### src/rtl/baser_257b_transcoder.sv
// Transmit-side 256b/257b transcoder: gathers four 66b blocks from a
// valid/ready stream and emits one 257b transcoded block, with statistics.
module baser_257b_transcoder #(
  parameter int         DATA_WIDTH     = 64,
  parameter int         HDR_WIDTH      = 2,
  parameter int         FRAME_WIDTH    = 66,
  parameter int         TC_WIDTH       = 257,
  parameter logic [7:0] ERR_BLOCK_TYPE = 8'h1E,
  parameter logic [6:0] ERR_CHAR       = 7'h1E
) (
  input  logic                   clk,
  input  logic                   i_rst,
  input  logic [FRAME_WIDTH-1:0] i_tx_coded,
  input  logic                   i_valid,
  output logic                   o_ready,
  output logic [TC_WIDTH-1:0]    o_tx_xcoded,
  output logic                   o_valid,
  input  logic                   i_ready,
  output logic                   o_err,
  output logic [31:0]            o_block_count,
  output logic [31:0]            o_data_count,
  output logic [31:0]            o_ctrl_count,
  output logic [31:0]            o_inv_block_count
);

  localparam logic [HDR_WIDTH-1:0] HDR_DATA = 2'b01;
  localparam logic [HDR_WIDTH-1:0] HDR_CTRL = 2'b10;

  typedef enum logic [1:0] {IDX0, IDX1, IDX2, IDX3} idx_t;

  idx_t                  idx_q, idx_d;
  logic [HDR_WIDTH-1:0]  hdr_in;
  logic [DATA_WIDTH-1:0] pay_in;
  logic                  is_data_in, is_inv_in;
  logic                  accept, load;
  logic [DATA_WIDTH-1:0] slot_pay [3];
  logic [2:0]            slot_data, slot_inv;
  logic [TC_WIDTH-1:0]   xcoded_nxt;
  logic [TC_WIDTH-1:0]   xcoded_p1;
  logic                  vld_p1, err_p1;
  logic [31:0]           block_cnt, data_cnt, ctrl_cnt, inv_cnt;

  // Counter increment that sticks at all-ones instead of wrapping.
  function automatic logic [31:0] sat_inc(input logic [31:0] v);
    return (v == 32'hFFFF_FFFF) ? v : v + 32'd1;
  endfunction

  // 257b packing: all-data words keep the four payloads whole behind a 1 header;
  // otherwise a 0 header, the data-flag nibble, then blocks 0..3 LSB-first where the
  // first control block loses its low type nibble to make room for the flags.
  function automatic logic [TC_WIDTH-1:0] transcode(
    input logic [DATA_WIDTH-1:0] p0, input logic [DATA_WIDTH-1:0] p1,
    input logic [DATA_WIDTH-1:0] p2, input logic [DATA_WIDTH-1:0] p3,
    input logic [3:0] d);
    logic [TC_WIDTH-1:0]   acc;
    logic [DATA_WIDTH-1:0] p [4];
    int                    first_c;
    p[0] = p0; p[1] = p1; p[2] = p2; p[3] = p3;
    acc = '0;
    if (&d) begin
      acc = {p3, p2, p1, p0, 1'b1};
    end else begin
      first_c = 0;
      for (int n = 3; n >= 0; n--)
        if (!d[n]) first_c = n;
      for (int n = 3; n >= 0; n--) begin
        if (n == first_c)
          acc = (acc << 60) | TC_WIDTH'({p[n][DATA_WIDTH-1:8], p[n][7:4]});
        else
          acc = (acc << DATA_WIDTH) | TC_WIDTH'(p[n]);
      end
      acc = (acc << 5) | TC_WIDTH'({d, 1'b0});
    end
    return acc;
  endfunction

  assign hdr_in     = i_tx_coded[HDR_WIDTH-1:0];
  assign is_data_in = (hdr_in == HDR_DATA);
  assign is_inv_in  = (hdr_in != HDR_DATA) && (hdr_in != HDR_CTRL);
  assign pay_in     = is_inv_in ? {{8{ERR_CHAR}}, ERR_BLOCK_TYPE}
                                : i_tx_coded[FRAME_WIDTH-1:HDR_WIDTH];
  assign xcoded_nxt = transcode(slot_pay[0], slot_pay[1], slot_pay[2], pay_in,
                                {is_data_in, slot_data});

  // Collector index register.
  always_ff @(posedge clk) begin
    if (i_rst) idx_q <= IDX0;
    else       idx_q <= idx_d;
  end

  // Handshake and next index: only the 4th block waits on a full output register.
  always_comb begin
    idx_d   = idx_q;
    o_ready = (idx_q != IDX3) || !vld_p1 || i_ready;
    accept  = i_valid && o_ready;
    load    = accept && (idx_q == IDX3);
    if (accept) begin
      case (idx_q)
        IDX0:    idx_d = IDX1;
        IDX1:    idx_d = IDX2;
        IDX2:    idx_d = IDX3;
        default: idx_d = IDX0;
      endcase
    end
  end

  // Slot storage for blocks 0..2; block 3 is consumed live from the input.
  always_ff @(posedge clk) begin
    if (accept) begin
      case (idx_q)
        IDX0: begin slot_pay[0] <= pay_in; slot_data[0] <= is_data_in; slot_inv[0] <= is_inv_in; end
        IDX1: begin slot_pay[1] <= pay_in; slot_data[1] <= is_data_in; slot_inv[1] <= is_inv_in; end
        IDX2: begin slot_pay[2] <= pay_in; slot_data[2] <= is_data_in; slot_inv[2] <= is_inv_in; end
        default: ;
      endcase
    end
  end

  // ---- stage p1: output register and statistics ----
  // Output word is held until taken; a reload in the same cycle keeps valid high.
  always_ff @(posedge clk) begin
    if (i_rst) begin
      vld_p1    <= 1'b0;
      xcoded_p1 <= '0;
      err_p1    <= 1'b0;
      block_cnt <= '0;
      data_cnt  <= '0;
      ctrl_cnt  <= '0;
      inv_cnt   <= '0;
    end else begin
      if (load) begin
        vld_p1    <= 1'b1;
        xcoded_p1 <= xcoded_nxt;
        err_p1    <= is_inv_in | (|slot_inv);
        block_cnt <= sat_inc(block_cnt);
        if (is_data_in && (&slot_data)) data_cnt <= sat_inc(data_cnt);
        else                            ctrl_cnt <= sat_inc(ctrl_cnt);
      end else if (i_ready) begin
        vld_p1 <= 1'b0;
      end
      if (accept && is_inv_in) inv_cnt <= sat_inc(inv_cnt);
    end
  end

  assign o_tx_xcoded       = xcoded_p1;
  assign o_valid           = vld_p1;
  assign o_err             = err_p1;
  assign o_block_count     = block_cnt;
  assign o_data_count      = data_cnt;
  assign o_ctrl_count      = ctrl_cnt;
  assign o_inv_block_count = inv_cnt;

endmodule

### config.mk
export PLATFORM = sky130hd
export DESIGN_NAME = baser_257b_transcoder
export DESIGN_NICKNAME = d
export VERILOG_FILES = /design/src/rtl/baser_257b_transcoder.sv
export SDC_FILE = /design/constraint.sdc
export NUM_CORES = 1
export LEC_CHECK = 0
export CAP_MARGIN = 5
export CORE_ASPECT_RATIO = 2
export CORE_MARGIN = 3
export CORE_UTILIZATION = 51
export CTS_CLUSTER_DIAMETER = 120
export DETAILED_ROUTE_END_ITERATION = 7
export GPL_TIMING_DRIVEN = 0
export PLACE_DENSITY_LB_ADDON = 0.1
export SYNTH_ARGS = -nofsm -noshare
export SYNTH_HDL_FRONTEND = slang
export SYNTH_SLANG_ARGS = --single-unit
### constraint.sdc
create_clock -name clk -period 4.2 [get_ports clk]
set_input_delay 1.05 -clock clk [delete_from_list [all_inputs] [get_ports clk]]
set_output_delay 1.05 -clock clk [all_outputs]
set_load 0.05 [all_outputs]
==> Word-level counts from Yosys, hierarchy flattened <==
Memories as Yosys holds them, arrays and structs flattened.
Cells that the tools add are included.
{ "classes": {"n_addsub": 4, "n_eq_ne": 14, "n_mux": 33, "bitwise_logic": 13, "n_reduce_logical": 23} }
{ "op_table": {"columns": ["cell", "n"], "rows": [
  ["2-to-1 mux 252 bit", 2],
  ["2-to-1 mux 192 bit", 2],
  ["2-to-1 mux 132 bit", 2],
  ["2-to-1 mux 257 bit", 1],
  ["bitwise OR 257 x 5 -> 257 bit", 1],
  ["2-to-1 mux 64 bit", 4],
  ["bitwise OR 252 x 60 -> 252 bit", 1],
  ["bitwise OR 252 x 64 -> 252 bit", 1],
  ["bitwise OR 192 x 60 -> 192 bit", 1],
  ["bitwise OR 192 x 64 -> 192 bit", 1],
  ["bitwise OR 132 x 60 -> 132 bit", 1],
  ["bitwise OR 132 x 64 -> 132 bit", 1],
  ["adder 32 x 1 -> 32 bit, second input constant", 4],
  ["equality test 32 bit, second input constant", 4],
  ["OR reduction 64 bit", 2],
  ["2-to-1 mux 72 bit", 1],
  ["equality test 3 x 32 -> 1 bit, first input constant", 2],
  ["equality test 2 x 32 -> 1 bit, first input constant", 1],
  ["zero test 32 bit", 1],
  ["2-to-1 mux 32 bit", 1],
  ["2-to-1 mux 1 bit", 13],
  ["2-to-1 mux 2 bit", 6],
  ["AND reduction 2 bit", 5],
  ["AND reduction 3 bit", 3],
  ["other kinds (14)", 26]
]} }
{ "totals": {"reg_bits": 395, "mem_bits_rw": 192, "input_bits": 70, "output_inout_bits": 388, "n_memories": 1} }
{ "mem_list": {"columns": ["memory", "words", "width", "read_ports", "rd_clocked_by_memory_dff", "write_ports", "line_no", "text"], "rows": [
  ["slot_pay", 3, 64, 3, 0, 1, "36", "logic [DATA_WIDTH-1:0] slot_pay [3];"]
]} }

==> Longest topological paths before layout <==
{ "logic_depth": {"depth_word": 20, "ltp_mapped": 9, "depth_no_buf": 7} }

==> Worst setup path after synthesis <==
Ideal clock, no wire load.
{ "synth_path": {"kind": "in2reg", "from": "in i_ready", "to": "reg slot_data[0], enable pin", "t_arrival_ns": 3.249, "required_ns": 3.768, "slack_ns": 0.519, "path_stages": 2, "path_cell_list": "nand3b_1 and3_1"} }
{ "synth_between": {"elab_chain_cells": 3} }
{ "synth_lines": {"columns": ["element", "line_no", "text"], "rows": [
  ["from (decl)", "18", "input logic i_ready,"],
  ["logical OR 1 bit", "94", "o_ready = (idx_q != IDX3) || !vld_p1 || i_ready;"],
  ["logical AND 1 bit", "95", "accept = i_valid && o_ready;"],
  ["AND reduction 2 bit (no source line)", null, null],
  ["to (signal assigned)", "111", "IDX0: begin slot_pay[0] <= pay_in; slot_data[0] <= is_data_in; slot_inv[0] <= is_inv_in; end"],
  ["to (decl)", "37", "logic [2:0] slot_data, slot_inv;"]
]} }
No other way between the ends.
A chain may end at the register's enable or synchronous reset.

==> Worst setup path in the final report <==
{ "layout_path": {"from": "in i_valid", "to": "reg xcoded_p1[196], in the netlist o_tx_xcoded[196]"} }
{ "layout_between": {"elab_chain_cells": 2} }
{ "layout_lines": {"columns": ["element", "line_no", "text"], "rows": [
  ["from (decl)", "14", "input logic i_valid,"],
  ["logical AND 1 bit", "95", null],
  ["logical AND 1 bit", "96", "load = accept && (idx_q == IDX3);"],
  ["to (signal assigned)", "133", "xcoded_p1 <= xcoded_nxt;"],
  ["to (decl)", "39", "logic [TC_WIDTH-1:0] xcoded_p1;"]
]} }
No other way between the ends.

==> run_results.csv <==
group,metric,value,unit
pwr,cellLeakagePower,10.07,nW
sta,worst_slew_pin_slew,1.241,ns
layout,multi_input_comb_area,9164,um2
sta,count_of_final_hold_check_violations,0,
placement,detailedPlacementHpwl,66.79,mm
die,design.portCount,458,
die,starting_density_of_the_core,52.01,%
global_route,grt_start_max_net_pins,51,
logic_synthesis,synthXorXnorAreaFrac,1.112,%
die,dieWidth,158.2,um
cts,cts_hold_buffers,0,
cts,tritoncts,"done",
placement,port-buffer-count,456,
pwr,max-vdd-ir-drop,0.3590,mV
placement,place_congestion,0.9383,
logic_synthesis,synth_simple_gate_area_share,21.06,%
sta,layout_min_cycle_time,4.029,ns
die,dieArea,49090,um2
logic_synthesis,synth_async_reset_ratio,0,%
setup_path,crit_required,4.70,ns
layout,layout-area-overhead-vs-synth,30.08,%
die,placementRows,110,
global_route,global_route_wire_length_before_repair,127.0,mm
setup_path,worstSetupPathType,"in -> reg",
logic_synthesis,postSynthNetCount,2455,
job,maxCapViolCount,0,
routing,routed-via-count,21096,
layout,layout.filler_cells,3641,
cts,clock-root-buffer,"clkbuf_16",
layout,area.sequential,13730,um2
min_path,worstHoldPathType,"reg -> reg",
cts,cts_bufs_inserted,52,
logic_synthesis,postSynth.topFlopCell,"dfxtp_1",
sta,final.hold.worst_slack,0.4564,ns
setup_path,crit_fanout,10,
outcome,run_status,"finished clean",
logic_synthesis,synth_area,23620,um2
global_route,grt_pass1_vias,21088,
die,die_h,310.4,um
cts,clk_transition_reported_paths,0.07,ns
logic_synthesis,ys_top_cells_by_count,"389 x dfxtp_1, 314 x nor2_1, 299 x nand2_1",
sta,final.setup.tns,0,ns
routing,post-route-drc-count,0,
logic_synthesis,synth.ff_latch_count,587,
logic_synthesis,synthesized_area_fraction_occupied_by_ao_oa_aoi_and_oai_cells,12.69,%
logic_synthesis,synthAdderAreaFrac,0.5297,%
layout,nets,2968,
sta,worst_clock_skew,0.01244,ns
logic_synthesis,yosysWarnings,0,
die,placeableCoreArea,45420,um2
routing,antenna_violating_nets_post_route,0,
routing,routed_wire_per_std_cell,24.84,um
logic_synthesis,edff_count_synth,198,
pwr,power.density_cell_area,390.2,nW/um2
global_route,grt_antenna_before_repair,2,
routing,wl_final,86.73,mm
cts,clock_tree.htree_level_count,2,
setup_path,worstPathArrival,4.53,ns
routing,route.detailed.vias_per_inst,6.041,
logic_synthesis,synth-seq-area-share,58.14,%
sta,max-slew-margin-rel,17.28,%
layout,drive_above_1_share,5.427,%
cts,cts_resized,0,
logic_synthesis,yosys.cell_types.count,53,
sta,highest_achievable_clock_rate,248.2,MHz
logic_synthesis,postSynthAreaPerCell,9.946,um2
logic_synthesis,postSynthCellCount,2375,
sta,final_min_period_over_clock_period,95.92,%
logic_synthesis,synthTopCellsByArea,"dfxtp_1 33%, edfxtp_1 25%, nor2_1 5.0%",
sta,finalSetupViolCount,0,
logic_synthesis,post-synth-top-area-cell,"dfxtp_1",
sta,rsz0062_at_grt,"false",
routing,dr.pass1.iters,5,
logic_synthesis,yosys.area.top_type_share,32.97,%
setup_path,critical_path.endpoint_type,"flip-flop",
sta,final-max-slew-violation-count,0,
logic_synthesis,synth_most_common_cell,"dfxtp_1",
cts,worst_skew_pair.late_latency,0.58,ns
setup_path,cp-start-kind,"primary input",
global_route,global_route.overflow_total,0,
logic_synthesis,post_synth_mux_area_share,3.348,%
cts,postCtsSetupRepairBufs,0,
logic_synthesis,largest_family_of_logic_cells_by_synthesized_area,"simple AND/OR/NAND/NOR gates",
global_route,groute.usage.overall,34.29,%
routing,first_iter_violations,1400,
cts,max-clock-path-buffers,3,
cts,clkSinkCount,587,
-- kinds of logic after synthesis --
family | Yosys count
buf+inv | 191
mux | 78
compound gates | 431
simple gates | 1048
fa+ha+maj | 10
flops | 587
xor+xnor | 30
-- worst max-delay path, cell delays in order --
cell and delay (ns):
clkdlybuf4s50_1 0.63, nand2_1 0.25, nor2_1 0.60, clkbuf_1 0.81, clkbuf_1 0.56, o211ai_1 0.35
a21oi_1 0.26
-- sequential cells by signal, indices dropped and copies added, names as in the netlist --
name / cells
o_data_count: 32
o_block_count: 32
slot_data: 3
slot_inv: 3
idx_q: 2
o_inv_block_count: 32
o_tx_xcoded: 257
o_valid: 1
o_err: 1
slot_pay: 192
o_ctrl_count: 32
-- through the flow --
| stage | instances | util [%] | power [W] | area, um2 | worst slack [ns] |
|---|---|---|---|---|---|
| 6_report | 3492 | 67.65 | 0.01199 | 30730 | 0.1712 |
| 5_1_grt | 3490 | 67.64 | 0.01228 | 30720 | 0.08384 |
| 4_1_cts | 3490 | 67.64 | 0.01201 | 30720 | 0.3047 |
| 3_5_place_dp | 3394 | 63.80 | 0.007134 | 28980 | -0.2766 |
| 3_3_place_gp | 3391 | 63.60 | 0.007117 | 28890 | -0.7427 |
| 2_1_floorplan | 2375 | - | 0.006715 | 23620 | 0.5191 |
-- metal layers --
metal	share of wire [%]	track usage (%)
met4	6.9	20.27
met2	52	63.30
met3	8.4	8.532
met5	0	0
met1	32	33.95
-- final timing paths --
| path | to | slack [ns] | startpoint | cells after the start |
|---|---|---|---|---|
| max | o_tx_xcoded[196]$_SDFFE_PP0P_ | 0.17 | i_valid | 7 |
| min | o_tx_xcoded[214]$_SDFFE_PP0P_ | 0.46 | o_tx_xcoded[214]$_SDFFE_PP0P_ | 2 |
| max reg2reg | o_tx_xcoded[196]$_SDFFE_PP0P_ | 0.64 | idx_q[1]$_SDFFE_PP0N_ | 7 |
| min reg2reg | o_tx_xcoded[214]$_SDFFE_PP0P_ | 0.46 | o_tx_xcoded[214]$_SDFFE_PP0P_ | 2 |
-- final cells by class --
type,instances,area share [%]
Clock buffer,75,4.919
Sequential cell,587,44.69
Buffer,169,2.138
Inverter,22,0.2688
Multi-Input combinational cell,1597,29.82
Timing Repair Buffer,459,15.10
Tap cell,560,2.280
Antenna cell,2,0.01629
Clock inverter,21,0.7615
-- layout by cell type (no fill, tap or decap), drive strengths merged, types with 43 or more instances in the layout --
cell           instances
a211oi                68
or3                   55
nand3                109
o21ai                 50
a21oi                122
a311oi               124
clkdlybuf4s50        456
dfxtp                389
clkbuf               229
nor2                 314
nand2                299
nor3                  49
or4                   43
mux2i                 70
edfxtp               198
-- power by group --
part,internal (W),total (W),switching (W),leakage [nW]
sequential,0.00604,0.00614,0.000101,4.94
combinational,0.000268,0.000883,0.000616,4.27
clock,0.00281,0.00497,0.00216,0.863
Power figures use the tool's default switching activity.
